--- src/rtl/io_pkg.sv ---
// Shared types and register-bit positions for the io_interface keyboard slot.
package io_pkg;

    typedef enum logic [1:0] {IDLE, DATA, PARITY, STOP} ps2_state_t;

    localparam int KEY_VALID_BIT   = 15;
    localparam int KEY_OVF_BIT     = 14;
    localparam int KEY_ERR_BIT     = 13;

    localparam int KEY_POP_BIT     = 0;
    localparam int KEY_CLR_OVF_BIT = 1;
    localparam int KEY_CLR_ERR_BIT = 2;

endpackage

--- src/rtl/ps2_frame_rx.sv ---
// PS/2 device-to-host receiver: pin synchronisers, falling-edge detect,
// 11-bit frame FSM with inactivity timeout; emits one-cycle byte/error strobes.
module ps2_frame_rx
    import io_pkg::*;
#(
    parameter int TIMEOUT = 50000
) (
    input  logic       clock,
    input  logic       reset,
    input  logic       ps2_clk,
    input  logic       ps2_dat,
    output logic [7:0] byte_out,
    output logic       byte_stb,
    output logic       frame_err_stb
);

    localparam int TMO_W = $clog2(TIMEOUT + 1);

    logic             clk_meta_q, clk_meta_d;
    logic             clk_sync_q, clk_sync_d;
    logic             clk_prev_q, clk_prev_d;
    logic             dat_meta_q, dat_meta_d;
    logic             dat_sync_q, dat_sync_d;
    ps2_state_t       state_q, state_d;
    logic [2:0]       bit_cnt_q, bit_cnt_d;
    logic [7:0]       shift_q, shift_d;
    logic             parity_q, parity_d;
    logic [TMO_W-1:0] tmo_q, tmo_d;
    logic [7:0]       byte_q, byte_d;
    logic             stb_q, stb_d;
    logic             err_q, err_d;
    logic             fe;

    always_comb begin
        clk_meta_d = ps2_clk;
        clk_sync_d = clk_meta_q;
        clk_prev_d = clk_sync_q;
        dat_meta_d = ps2_dat;
        dat_sync_d = dat_meta_q;
        fe         = clk_prev_q & ~clk_sync_q;

        state_d   = state_q;
        bit_cnt_d = bit_cnt_q;
        shift_d   = shift_q;
        parity_d  = parity_q;
        tmo_d     = '0;
        byte_d    = byte_q;
        stb_d     = 1'b0;
        err_d     = 1'b0;

        if (state_q != IDLE) begin
            tmo_d = fe ? '0 : tmo_q + 1'b1;
        end

        case (state_q)
            IDLE: begin
                if (fe && !dat_sync_q) begin
                    state_d   = DATA;
                    bit_cnt_d = 3'd0;
                end
            end
            DATA: begin
                if (fe) begin
                    shift_d   = {dat_sync_q, shift_q[7:1]};
                    bit_cnt_d = bit_cnt_q + 3'd1;
                    if (bit_cnt_q == 3'd7) begin
                        state_d = PARITY;
                    end
                end
            end
            PARITY: begin
                if (fe) begin
                    parity_d = dat_sync_q;
                    state_d  = STOP;
                end
            end
            STOP: begin
                if (fe) begin
                    state_d = IDLE;
                    // Odd parity across data and parity bit, plus a high stop bit.
                    if (dat_sync_q && ((^shift_q) ^ parity_q)) begin
                        byte_d = shift_q;
                        stb_d  = 1'b1;
                    end else begin
                        err_d = 1'b1;
                    end
                end
            end
            default: state_d = IDLE;
        endcase

        // A stalled partial frame is abandoned silently.
        if (state_q != IDLE && !fe && tmo_q == TMO_W'(TIMEOUT - 1)) begin
            state_d = IDLE;
        end
    end

    always_ff @(posedge clock) begin
        if (reset) begin
            clk_meta_q <= 1'b1;
            clk_sync_q <= 1'b1;
            clk_prev_q <= 1'b1;
            dat_meta_q <= 1'b1;
            dat_sync_q <= 1'b1;
            state_q    <= IDLE;
            bit_cnt_q  <= 3'd0;
            tmo_q      <= '0;
            stb_q      <= 1'b0;
            err_q      <= 1'b0;
        end else begin
            clk_meta_q <= clk_meta_d;
            clk_sync_q <= clk_sync_d;
            clk_prev_q <= clk_prev_d;
            dat_meta_q <= dat_meta_d;
            dat_sync_q <= dat_sync_d;
            state_q    <= state_d;
            bit_cnt_q  <= bit_cnt_d;
            tmo_q      <= tmo_d;
            stb_q      <= stb_d;
            err_q      <= err_d;
        end
    end

    always_ff @(posedge clock) begin
        shift_q  <= shift_d;
        parity_q <= parity_d;
        byte_q   <= byte_d;
    end

    assign byte_out      = byte_q;
    assign byte_stb      = stb_q;
    assign frame_err_stb = err_q;

endmodule

--- src/rtl/ps2_key_port.sv ---
// Keyboard slot on io_interface: scancode FIFO, sticky OVF/ERR flags,
// status/data readback and write-to-pop/clear decode.
module ps2_key_port
    import io_pkg::*;
#(
    parameter int FIFO_DEPTH = 8,
    parameter int TIMEOUT    = 50000
) (
    input  logic        clock,
    input  logic        reset,
    input  logic [15:0] io_waddr,
    input  logic [15:0] io_wdata,
    input  logic        io_wen,
    output logic [15:0] io_rdata,
    input  logic        ps2_clk,
    input  logic        ps2_dat,
    output logic        irq
);

    localparam int PTR_W = $clog2(FIFO_DEPTH);
    localparam int CNT_W = PTR_W + 1;

    logic [7:0]       byte_out;
    logic             byte_stb;
    logic             frame_err_stb;

    logic [7:0]       mem_q [FIFO_DEPTH];
    logic [7:0]       mem_d [FIFO_DEPTH];
    logic [PTR_W-1:0] wr_ptr_q, wr_ptr_d;
    logic [PTR_W-1:0] rd_ptr_q, rd_ptr_d;
    logic [CNT_W-1:0] count_q, count_d;
    logic             ovf_q, ovf_d;
    logic             err_q, err_d;
    logic             irq_q, irq_d;

    logic             slot_wr, pop_req, clr_ovf, clr_err;
    logic             empty, full, do_pop, do_push, ovf_set;

    ps2_frame_rx #(
        .TIMEOUT(TIMEOUT)
    ) u_rx (
        .clock        (clock),
        .reset        (reset),
        .ps2_clk      (ps2_clk),
        .ps2_dat      (ps2_dat),
        .byte_out     (byte_out),
        .byte_stb     (byte_stb),
        .frame_err_stb(frame_err_stb)
    );

    always_comb begin
        slot_wr = io_wen && (io_waddr == 16'h0000);
        pop_req = slot_wr && io_wdata[KEY_POP_BIT];
        clr_ovf = slot_wr && io_wdata[KEY_CLR_OVF_BIT];
        clr_err = slot_wr && io_wdata[KEY_CLR_ERR_BIT];

        empty   = (count_q == '0);
        full    = (count_q == CNT_W'(FIFO_DEPTH));
        do_pop  = pop_req && !empty;
        // A same-cycle pop frees the slot, so a full FIFO still accepts the push.
        do_push = byte_stb && (!full || do_pop);
        ovf_set = byte_stb && full && !do_pop;

        mem_d = mem_q;
        if (do_push) begin
            mem_d[wr_ptr_q] = byte_out;
        end
        wr_ptr_d = wr_ptr_q + PTR_W'(do_push);
        rd_ptr_d = rd_ptr_q + PTR_W'(do_pop);
        count_d  = count_q + CNT_W'(do_push) - CNT_W'(do_pop);

        ovf_d = ovf_set | (ovf_q & ~clr_ovf);
        err_d = frame_err_stb | (err_q & ~clr_err);
        irq_d = (count_d != '0);
    end

    always_ff @(posedge clock) begin
        if (reset) begin
            wr_ptr_q <= '0;
            rd_ptr_q <= '0;
            count_q  <= '0;
            ovf_q    <= 1'b0;
            err_q    <= 1'b0;
            irq_q    <= 1'b0;
        end else begin
            wr_ptr_q <= wr_ptr_d;
            rd_ptr_q <= rd_ptr_d;
            count_q  <= count_d;
            ovf_q    <= ovf_d;
            err_q    <= err_d;
            irq_q    <= irq_d;
        end
    end

    always_ff @(posedge clock) begin
        mem_q <= mem_d;
    end

    always_comb begin
        io_rdata              = 16'h0000;
        io_rdata[KEY_VALID_BIT] = !empty;
        io_rdata[KEY_OVF_BIT]   = ovf_q;
        io_rdata[KEY_ERR_BIT]   = err_q;
        if (!empty) begin
            io_rdata[7:0] = mem_q[rd_ptr_q];
        end
    end

    assign irq = irq_q;

endmodule

--- config.mk ---
export PLATFORM = sky130hd
export DESIGN_NAME = ps2_key_port
export DESIGN_NICKNAME = d
export VERILOG_FILES = /design/src/rtl/io_pkg.sv /design/src/rtl/ps2_frame_rx.sv /design/src/rtl/ps2_key_port.sv
export SDC_FILE = /design/constraint.sdc
export NUM_CORES = 1
export LEC_CHECK = 0
export ABC_AREA = 1
export BUFFER_PORTS_ARGS = -buffer_cell sky130_fd_sc_hd__buf_2
export CORE_AREA = 5 5 119 121
export CTS_CLUSTER_SIZE = 14
export DETAILED_ROUTE_END_ITERATION = 16
export DIE_AREA = 0 0 124 126
export GPL_TIMING_DRIVEN = 0
export PLACE_DENSITY = 0.71
export SYNTH_ARGS = -nofsm -noshare
export SYNTH_HDL_FRONTEND = slang
export SYNTH_SLANG_ARGS = --single-unit
--- constraint.sdc ---
create_clock -name clock -period 6.5 [get_ports clock]
set_input_delay 1.3 -clock clock [delete_from_list [all_inputs] [get_ports clock]]
set_output_delay 1.3 -clock clock [all_outputs]
set_load 0.1 [all_outputs]
Word level (Yosys, flattened, before mapping)
Index checks and enable logic that the tools add are counted.
Cells by class
  add/sub/neg operators: 6
  order comparisons: 3
  equality and inequality tests: 11
  multiplexer cells: 18
  bitwise gates (word level): 14
  reduce and logical (&&, ||, !) cells: 34
Operators by type and width (number)
  bitwise mux 64 bit: 1
  2-to-1 mux 8 bit: 4
  binary-select mux 8 bit (select 3 bit): 1
  demux 8 bit (select 3 bit): 1
  adder 16 x 1 -> 16 bit (second input constant): 1
  == test 16 bit (second input constant): 1
  zero test 16 bit: 1
  logical AND 1 bit: 13
  2-to-1 mux 2 bit: 5
  inequality test 2 x 1 -> 1 bit (second input constant): 5
  >= comparator 4 bit (second input constant): 2
  NOT 3 -> 4 bit: 2
  one-hot mux 2 bit (4 select lines): 1
  XOR reduction 8 bit: 1
  adder 3 x 1 -> 3 bit: 2
  2-to-1 mux 3 bit: 2
  NOT 1 bit: 6
  one-hot mux 3 bit (2 select lines): 1
  AND reduction 3 bit: 2
  OR reduction 3 bit: 2
  zero test 1 bit: 5
  AND reduction 5 bit: 1
  adder 4 x 1 -> 4 bit: 1
  == test 2 bit (second input constant): 2
  other kinds (17): 23
Word-level totals
  register bits after elaboration: 122
  bits of input ports: 37
  word-level logic and storage cells: 113

Depth between registers and ports, before layout
Gate-level depths: netlist of the first run.
  depth after elaboration: 9
  depth in mapped cells: 14

Cells and area by module
Synthesis of the first run repeated with hierarchy kept, for this count alone.
Unflattened totals
  cell total of the unflattened synthesis: 536
  area, all modules: 5355.1 um^2
Modules (own cells, without submodules)
  ps2_key_port: instances 1, cells each 313, area each 3429.5 um^2, seq. area each 2182.1 um^2
  ps2_frame_rx: instances 1, cells each 223, area each 1925.6 um^2, seq. area each 1071.0 um^2

Least setup slack after synthesis of the first run
No wires, ideal clock.
  path kind: register to output
  start: register count_q[2]
  end: output io_rdata[0]
  arrival time: 2.803 ns
  path slack: 2.397 ns
  stages on the path, launching flop included: 6
  cell sequence: dfxtp_1 > inv_1 > ha_1 > nand2_1 > o21ai_0 > nor2_1
Between the ends
  cells in the longest elaborated chain, start to end: 2
RTL lines
  from (decl): line ps2_key_port.sv:31  | logic [CNT_W-1:0] count_q, count_d;
  from (signal assigned): line ps2_key_port.sv:88  | count_q <= count_d;
  zero test 4 bit: line ps2_key_port.sv:57  | empty = (count_q == '0);
  2-to-1 mux 8 bit: line ps2_key_port.sv:104  | if (!empty) begin
  to (decl): line ps2_key_port.sv:14  | output logic [15:0] io_rdata,
No other way between the ends.

Worst setup path in the final report of the first run
  start: register rd_ptr_q[1]
  end: output io_rdata[6]
Between the ends
  cells in the longest elaborated chain, start to end: 5
RTL lines
  from (decl): line ps2_key_port.sv:30  | logic [PTR_W-1:0] rd_ptr_q, rd_ptr_d;
  from (signal assigned): line ps2_key_port.sv:87  | rd_ptr_q <= rd_ptr_d;
  NOT 3 -> 4 bit (implied by the code): line ps2_key_port.sv:105  | io_rdata[7:0] = mem_q[rd_ptr_q];
  binary-select mux 8 bit (select 3 bit): line ps2_key_port.sv:105
  2-to-1 mux 8 bit (implied by the code) (2 in series): line ps2_key_port.sv:105
  2-to-1 mux 8 bit: line ps2_key_port.sv:104
No other way between the ends. The select of a mux whose other input is x is not followed.

==> flow_summary.json, run 1 <==
{
  "status": "completed",
  "p_int_w": 0.00139,
  "power_frac_seq": 0.473,
  "ys_seq_area_frac": 0.600,
  "dieHeight_um": 126,
  "antenna_left": 0,
  "p_switching_w": 0.000348,
  "cts_buffer_depth": 2,
  "gr-usage-met1": 0.170,
  "regToRegStartpoint": "count_q[2]",
  "design.die.area_um2": 15600,
  "rsz0062_at_grt": "false",
  "place.gp.congestion": 0.807,
  "path_max_fanout": 10,
  "numCtsBuffers": 17,
  "via_count": 3700,
  "power_frac_comb": 0.018,
  "startpoint": "rd_ptr_q[1]",
  "period_share": 0.546,
  "start_util": 0.418,
  "yosysWarningCount": 0,
  "maxCapViolCount": 0,
  "slew_headroom": 0.503,
  "port_buffers": 35,
  "overflow": 0,
  "synthCells": 521,
  "cts_setup_buffers": 0,
  "hp-start": "u_rx.clk_meta_q",
  "cts_root_buffer": "clkbuf_16",
  "cts_sinks": 122,
  "synth_area_per_cell_um2": 10.4,
  "antenna_found_initial": 0,
  "post-route-min-period_ns": 3.55,
  "end_kind": "output pin",
  "power.density_nw_per_um2": 271,
  "fmax_mhz": 282,
  "synth_area_um2": 5420,
  "report.final.slew_viol_count": 0,
  "cp-start-kind": "register",
  "vias_per_cell": 4.82,
  "nets": 634,
  "peakVddDrop_v": 0.000192,
  "pwr-share-clk": 0.509,
  "drt_iter0_markers": 197,
  "postCtsHoldBufs": 0,
  "critPathKind": "reg2out",
  "grt_busiest_layer": "met2",
  "drive_gt1_frac": 0.210,
  "drtPass1Iterations": 5,
  "setup_viol": 0,
  "worst_pin_slew_ns": 0.743,
  "crit_arrival_ns": 2.25,
  "synthToLayoutAreaGrowth_pct": 17.9,
  "die_w_um": 124,
  "rows": 42,
  "met2_usage": 0.242,
  "p_leak_nw": 2.40,
  "fillers": 1177,
  "grt_max_degree": 17,
  "gr-usage-all-layers": 0.144,
  "hold_viol": 0,
  "ys_ff_latch": 122,
  "coreArea_um2": 13000,
  "clock-skew-final_ns": 0.00799,
  "drcViolationCount": 0,
  "pin_count": 54,
  "antenna_cells": 0,
  "dp_hpwl_um": 7350,
  "clkTransAtPathRegs_ns": 0.05,
  "cts_tree": "yes",
  "ys_types": 36,
  "grt_pass1_wl_um": 17300,
  "h-tree-depth": 4,
  "grt_pass1_vias": 3742,
  "worstSkewPairLatency_ns": 0.41,
  "setup_tns_ns": 0,
  "cp.required_ns": 5.20,
  "wire_per_inst_um": 13.4,
  "met3_usage": 0.0408,
  "swShare": 0.201,
  "utilization": 0.493,
  "ctsResizeCount": 0,
  "hp-class": "reg2reg",
  "wirelength_um": 10300
}
-- state kept, by name (all words and copies together), names as in the netlist, 2 cells and up --
name and flops:
u_rx.bit_cnt_q 3, rd_ptr_q 3, u_rx.state_q 2, u_rx.tmo_q 16
count_q 4, wr_ptr_q 3, u_rx.shift_q 8, u_rx.byte_out 8
mem_q 64
-- critical path, cell delays in order (launching register included) --
cell and delay [ns]:
dfxtp_1 0.45, clkbuf_1 0.39, o21ai_0 0.18, o32ai_2 0.13, nor2_1 0.06, nor2_1 0.15, buf_2 0.46
-- cells by family after synthesis --
family	synth area share
xor+xnor	0.0178
compound gates	0.0888
flops	0.600
simple gates	0.183
other cells	0.000691
buf+inv	0.0667
fa+ha+maj	0.0429
-- per-stage QoR --
step	instances	instance area, µm²	setup slack [ns]	total power [W]	hold slack, ns
floorplan	525	5440	2.40	0.000859	0.389
global placement	736	5830	2.89	0.000867	0.393
detailed placement	736	5830	2.86	0.000868	0.400
CTS	767	6390	2.94	0.00175	0.413
global route	767	6390	2.77	0.00180	0.422
finish	767	6390	2.95	0.00173	0.409
-- placed cells by master, fill, tap and decap left out, types with 6 or more instances in the layout --
master and instances:
buf_4 7, nand3_1 20, edfxtp_1 81, nand2_1 51, buf_6 6, ha_1 17
xor2_1 6, clkbuf_16 17, dfxtp_1 41, inv_1 50, nor2_1 102, a21oi_1 18
o21ai_0 31, o32ai_2 8, o21ai_1 18, buf_2 39, nor2_2 10
-- power by group through the flow --
stage                     Combinational, W  Sequential (W)  Clock, W
after global placement           0.0000308        0.000836         0
after detailed placement         0.0000314        0.000836         0
after floorplan                  0.0000229        0.000836         0
after global routing             0.0000345        0.000820  0.000941
after CTS                        0.0000315        0.000820  0.000903
final                            0.0000313        0.000820  0.000882
-- final cells by class --
cell class	instances	area [µm²]	area share
buffer	21	155	0.0243
clock buffer	18	429	0.0671
multi-input combinational	327	1820	0.285
sequential	122	3250	0.509
inverter	55	206	0.0323
timing repair buffer	35	175	0.0274
clock inverter	13	130	0.0204
tap	176	220	0.0344
-- routing by layer --
layer | wire length [µm] | up-vias
met5 | 0 | -
met2 | 5290 | 113
met4 | 162 | 0
met3 | 536 | 15
li1 | - | 1848
met1 | 4320 | 1724
-- final timing paths --
check	cells past startpoint	slack [ns]	to
min reg2reg	1	0.41	u_rx.clk_prev_d
max reg2reg	14	3.68	irq
max	6	2.95	io_rdata[6]
min	1	0.41	u_rx.clk_prev_d
-- cell usage after synthesis (all sizes together) --
master  count  area, µm²
nor2      116        490
edfxtp     81       2430
nand2      58        245
inv        54        203
o21ai      49        245
dfxtp      41        821
nand3      22        120
a21oi      19       98.9
buf        17        140
ha         17        213
o32ai       8        130
xor2        6       52.6
nand4       5       37.5
nor3        5       35.0
or2         5       31.3
xnor2       5       43.8
clkbuf      4       15.0
nor3b       3       22.5
and3        2       12.5
a21boi      1       7.51
clkinv      1       3.75
conb        1       3.75
fa          1       20.0
No activity file was read; power rests on OpenSTA's default activity.
==> inputs of run 2 (changes only) <==
==> constraint.sdc (replaced) <==
create_clock -name clock -period 3.41 [get_ports clock]
set_input_delay 0.682 -clock clock [delete_from_list [all_inputs] [get_ports clock]]
set_output_delay 0.682 -clock clock [all_outputs]
set_load 0.1 [all_outputs]
==> run 2 against run 1 <==
Net effect:
- count of clock-buffer cells in the layout down 1
- clock skew about the same
- combinational power increased by 93%
- cell count grew 0.13%
- critical path type unchanged
- setup slack got worse by 2.5 ns
- die area stayed put
- via count decreased by 0.30%
==> flow_summary.json, run 2 (synthesis results as in run 1) <==
{
  "cts_buffer_depth": 2,
  "peakVddDrop_v": 0.000388,
  "cpPeakStageDelay_ns": 0.44,
  "rsz0062_at_grt": "false",
  "h-tree-depth": 4,
  "dieHeight_um": 126,
  "layout_commonest_cell": "nor2_1",
  "slew_headroom": 0.515,
  "dp_hpwl_um": 7290,
  "cts_sinks": 122,
  "clkTransAtPathRegs_ns": 0.06,
  "utilization": 0.499,
  "design.die.area_um2": 15600,
  "vias_per_cell": 4.80,
  "post-route-min-period_ns": 2.94,
  "wirelength_um": 10400,
  "fin_ws_ns": 0.468,
  "crit_slowest_cell": "buf_2",
  "pwr-share-clk": 0.535,
  "path_max_fanout": 10,
  "dp_slack_ns": 0.406,
  "drt_iter0_markers": 279,
  "wire_per_inst_um": 13.6,
  "hp-class": "reg2reg",
  "antenna_cells": 0,
  "coreArea_um2": 13000,
  "numCtsBuffers": 17,
  "setup_tns_ns": 0,
  "grt_max_degree": 17,
  "rows": 42,
  "p_int_w": 0.00280,
  "p_leak_nw": 2.43,
  "grt_pass1_wl_um": 17600,
  "cp-start-kind": "register",
  "pin_count": 54,
  "gr-usage-all-layers": 0.145,
  "grt_pass1_vias": 3850,
  "antenna_left": 0,
  "critPathKind": "reg2out",
  "swShare": 0.197,
  "status": "completed",
  "period_share": 0.863,
  "drcViolationCount": 0,
  "overflow": 0,
  "drive_gt1_frac": 0.226,
  "via_count": 3689,
  "fmax_mhz": 340,
  "largestRegisters": "mem_q x64, u_rx.tmo_q x16",
  "worst_pin_slew_ns": 0.725,
  "die_w_um": 124,
  "power_frac_comb": 0.017,
  "nets": 634,
  "maxCapViolCount": 0,
  "start_util": 0.418,
  "report.final.slew_viol_count": 0,
  "ctsResizeCount": 0,
  "cp.required_ns": 2.73,
  "synthToLayoutAreaGrowth_pct": 19.4,
  "p_switching_w": 0.000687,
  "fillers": 1131,
  "power_frac_seq": 0.448,
  "end_kind": "output pin",
  "layout_common_cells": "nor2_1, edfxtp_1, nand2_1",
  "crit_arrival_ns": 2.26,
  "cts_setup_buffers": 0,
  "drtPass1Iterations": 5,
  "power.density_nw_per_um2": 539,
  "r2r_slack_ns": 0.73,
  "clock-skew-final_ns": 0.00832,
  "largest_reg_flops": 64,
  "place.gp.congestion": 0.795,
  "antenna_found_initial": 0,
  "hold_viol": 0,
  "postCtsHoldBufs": 0,
  "crit_path_cell_trace": "clkbuf_1 > o21ai_0 > o32ai_2 > nor2_1 > nor2_2 > buf_2",
  "worstSkewPairLatency_ns": 0.40,
  "cts_root_buffer": "clkbuf_16",
  "top_register": "mem_q",
  "port_buffers": 35,
  "setup_viol": 0,
  "cts_tree": "yes"
}
[run 2: worst paths after layout]
check | end | cells past startpoint | from
setup / recovery | io_rdata[0] | 6 | rd_ptr_q[1]
hold reg to reg | u_rx.clk_prev_d | 1 | u_rx.clk_meta_q
hold / removal | u_rx.clk_prev_d | 1 | u_rx.clk_meta_q
setup reg to reg | irq | 14 | count_q[2]
[run 2: cell type report]
type | count | area [µm²] | area share
Buffer | 21 | 155 | 0.0240
Clock inverter | 15 | 196 | 0.0303
Clock buffer | 17 | 425 | 0.0657
Inverter | 55 | 206 | 0.0319
Tap cell | 176 | 220 | 0.0340
Sequential cell | 122 | 3250 | 0.502
Multi-Input combinational cell | 327 | 1840 | 0.285
Timing Repair Buffer | 35 | 175 | 0.0270
[run 2: worst max-delay path, delay by kind of cell (launching register included)]
kind	cells	cell delay, ns
compound gates	2	0.37
simple gates	2	0.21
buf+inv	2	0.84
flops	1	0.43
[run 2: power groups by stage]
stage	sequential [W]	combinational (W)	clock [W]
5_1_grt	0.00156	0.0000654	0.00198
4_1_cts	0.00156	0.0000604	0.00190
3_3_place_gp	0.00159	0.0000586	0
6_report	0.00156	0.0000603	0.00187
3_5_place_dp	0.00159	0.0000601	0
2_1_floorplan	0.00159	0.0000436	0
[run 2: routing by layer]
| layer | up-vias | global-route usage | part of all wire |
|---|---|---|---|
| li1 | 1859 | - | - |
| met2 | 66 | 0.256 | 0.54 |
| met3 | 12 | 0.0426 | 0.038 |
| met1 | 1752 | 0.163 | 0.41 |
| met4 | 0 | 0.0561 | 0.015 |
| met5 | - | 0 | 0 |
[run 2: metrics by stage]
stage	cells	total power, W	instance area, µm²	hold WS (ns)
after floorplan	525	0.00164	5460	0.389
after global placement	736	0.00165	5850	0.392
after detailed placement	736	0.00165	5850	0.396
after CTS	768	0.00352	6480	0.408
after global routing	768	0.00361	6480	0.413
final	768	0.00349	6480	0.408
==> inputs of run 3 (changes only) <==
--- a/config.mk
+++ b/config.mk
@@ -6,7 +6,7 @@
 export NUM_CORES = 1
 export LEC_CHECK = 0
 export ABC_AREA = 1
-export BUFFER_PORTS_ARGS = -buffer_cell sky130_fd_sc_hd__buf_2
+export BUFFER_PORTS_ARGS = -buffer_cell sky130_fd_sc_hd__buf_4
 export CORE_AREA = 5 5 119 121
 export CTS_CLUSTER_SIZE = 14
 export DETAILED_ROUTE_END_ITERATION = 16
==> run 3 against run 2 <==
Net effect:
- first-iteration DRC count is 11% higher
- count of clock-buffer cells in the layout up 7
- hold slack got worse by 0.0029 ns
- critical path type unchanged
- largest cell class unchanged
==> flow_summary.json, run 3 (synthesis results as in run 1) <==
{
  "port_buffers": 35,
  "largestRegisters": "mem_q x64, u_rx.tmo_q x16",
  "min_to": "u_rx.clk_prev_d",
  "power_frac_comb": 0.020,
  "ctsResizeCount": 0,
  "wl_met3_um": 366,
  "nets": 634,
  "clkTransAtPathRegs_ns": 0.05,
  "pin_count": 54,
  "hold_viol": 0,
  "synthToLayoutAreaGrowth_pct": 20.0,
  "dr_wl_met2_um": 5550,
  "status": "completed",
  "report.final.slew_viol_count": 0,
  "top_register": "mem_q",
  "startpoint": "rd_ptr_q[1]",
  "rows": 42,
  "drcViolationCount": 0,
  "grt_pass1_wl_um": 17600,
  "peakVddDrop_v": 0.000307,
  "overflow": 0,
  "p_switching_w": 0.000643,
  "coreArea_um2": 13000,
  "period_share": 0.829,
  "slew_headroom": 0.514,
  "crit_arrival_ns": 2.14,
  "drt_iter0_markers": 309,
  "cts_buffer_depth": 2,
  "placedInstanceArea_um2": 5940,
  "die_w_um": 124,
  "cp-start-kind": "register",
  "cts_sinks": 122,
  "clock-skew-final_ns": 0.00913,
  "gr-usage-all-layers": 0.145,
  "numCtsBuffers": 17,
  "path_buf_inv": 2,
  "layout_commonest_cell": "nor2_1",
  "post-route-min-period_ns": 2.83,
  "cts_tree": "yes",
  "design.die.area_um2": 15600,
  "dieHeight_um": 126,
  "p_int_w": 0.00270,
  "dr.max_layer_used": "met4",
  "antenna_cells": 0,
  "power_frac_seq": 0.468,
  "cts_root_buffer": "clkbuf_16",
  "wl_met1_um": 4300,
  "fin_cells": 768,
  "regToRegStartpoint": "count_q[2]",
  "drtPass1Iterations": 4,
  "crit_slowest_cell": "dfxtp_1",
  "postCtsHoldBufs": 0,
  "power.density_nw_per_um2": 513,
  "vias_per_cell": 4.76,
  "p_leak_nw": 2.42,
  "cp.required_ns": 2.73,
  "place.gp.congestion": 0.792,
  "design_area_um2": 6510,
  "worst_pin_slew_ns": 0.727,
  "grt_pass1_vias": 3824,
  "r2r_slack_ns": 0.61,
  "path_max_fanout": 10,
  "fin_ws_ns": 0.584,
  "antenna_left": 0,
  "rr_endpoint": "irq",
  "h-tree-depth": 4,
  "grt_max_degree": 17,
  "rsz0062_at_grt": "false",
  "largest_reg_flops": 64,
  "worstSkewPairLatency_ns": 0.41,
  "start_util": 0.418,
  "drive_gt1_frac": 0.220,
  "dp_slack_ns": 0.320,
  "dp_cells": 736,
  "dp_hpwl_um": 7340,
  "fmax_mhz": 354,
  "wire_per_inst_um": 13.5,
  "swShare": 0.193,
  "pwr-share-clk": 0.512,
  "maxCapViolCount": 0,
  "end_kind": "output pin",
  "hp-class": "reg2reg",
  "reg2regPathDepth": 14,
  "cpPeakStageDelay_ns": 0.44,
  "crit_path_cell_trace": "clkbuf_1 > o21ai_0 > o32ai_2 > nor2_1 > nor2_2 > buf_4",
  "antenna_found_initial": 0,
  "via_count": 3658,
  "hp-start": "u_rx.clk_meta_q",
  "cts_setup_buffers": 0,
  "holdPathStages": 1,
  "critPathKind": "reg2out",
  "setup_viol": 0,
  "wirelength_um": 10400,
  "setup_tns_ns": 0,
  "critPathTopFamily": "buffers and inverters",
  "layout_common_cells": "nor2_1, edfxtp_1, nand2_1"
}
## run 3: cell count changes in the layout (fill, tap and decap cells not counted), sizes merged
cell	change
clkbuf	+7
clkinv	-2
inv	-3
bufinv	-2
## run 3: worst max path at each step
stage	to	slack, ns	cells past startpoint
detailed placement	irq	0.32	14
global placement	irq	0.40	14
floorplan	io_rdata[0]	0.32	5
global route	irq	0.41	14
finish	io_rdata[0]	0.58	6
CTS	irq	0.59	14
## run 3: per-stage QoR
stage | hold WS, ns | power, W | utilization
floorplan | 0.389 | 0.00164 | -
finish | 0.405 | 0.00334 | 0.502
detailed placement | 0.396 | 0.00166 | 0.458
CTS | 0.407 | 0.00336 | 0.502
global placement | 0.392 | 0.00166 | 0.458
global route | 0.414 | 0.00345 | 0.502
## run 3: layer usage
metal | track usage | vias to the layer above
li1 | - | 1857
met1 | 0.169 | 1731
met2 | 0.253 | 55
met3 | 0.0408 | 15
met4 | 0.0496 | 0
met5 | 0 | -
## run 3: final cells by class
type / count / area, µm²
fillers: 1186 / 6470
clock buffers: 24 / 472
flip-flops and latches: 122 / 3250
multi-input cells: 327 / 1840
plain buffers: 21 / 155
inverters: 55 / 206
repair buffers: 35 / 263
well taps: 176 / 220
clock inverters: 8 / 97.6
## run 3: worst reg2reg max path, delay by kind of cell, from the launching register on
kind / cells / cell delay [ns]
AO/OA/AOI/OAI: 2 / 0.30
AND/OR/NAND/NOR: 4 / 0.58
flip-flops: 1 / 0.33
adder cells (fa/ha/maj): 4 / 1.06
buffers and inverters: 3 / 0.20
XOR/XNOR: 1 / 0.20
## run 3: power by group through the flow
stage	sequential [W]	clock [W]	combinational (W)
finish	0.00156	0.00171	0.0000674
global route	0.00156	0.00181	0.0000726
CTS	0.00156	0.00173	0.0000675
detailed placement	0.00159	0	0.0000674
global placement	0.00159	0	0.0000662
floorplan	0.00159	0	0.0000436
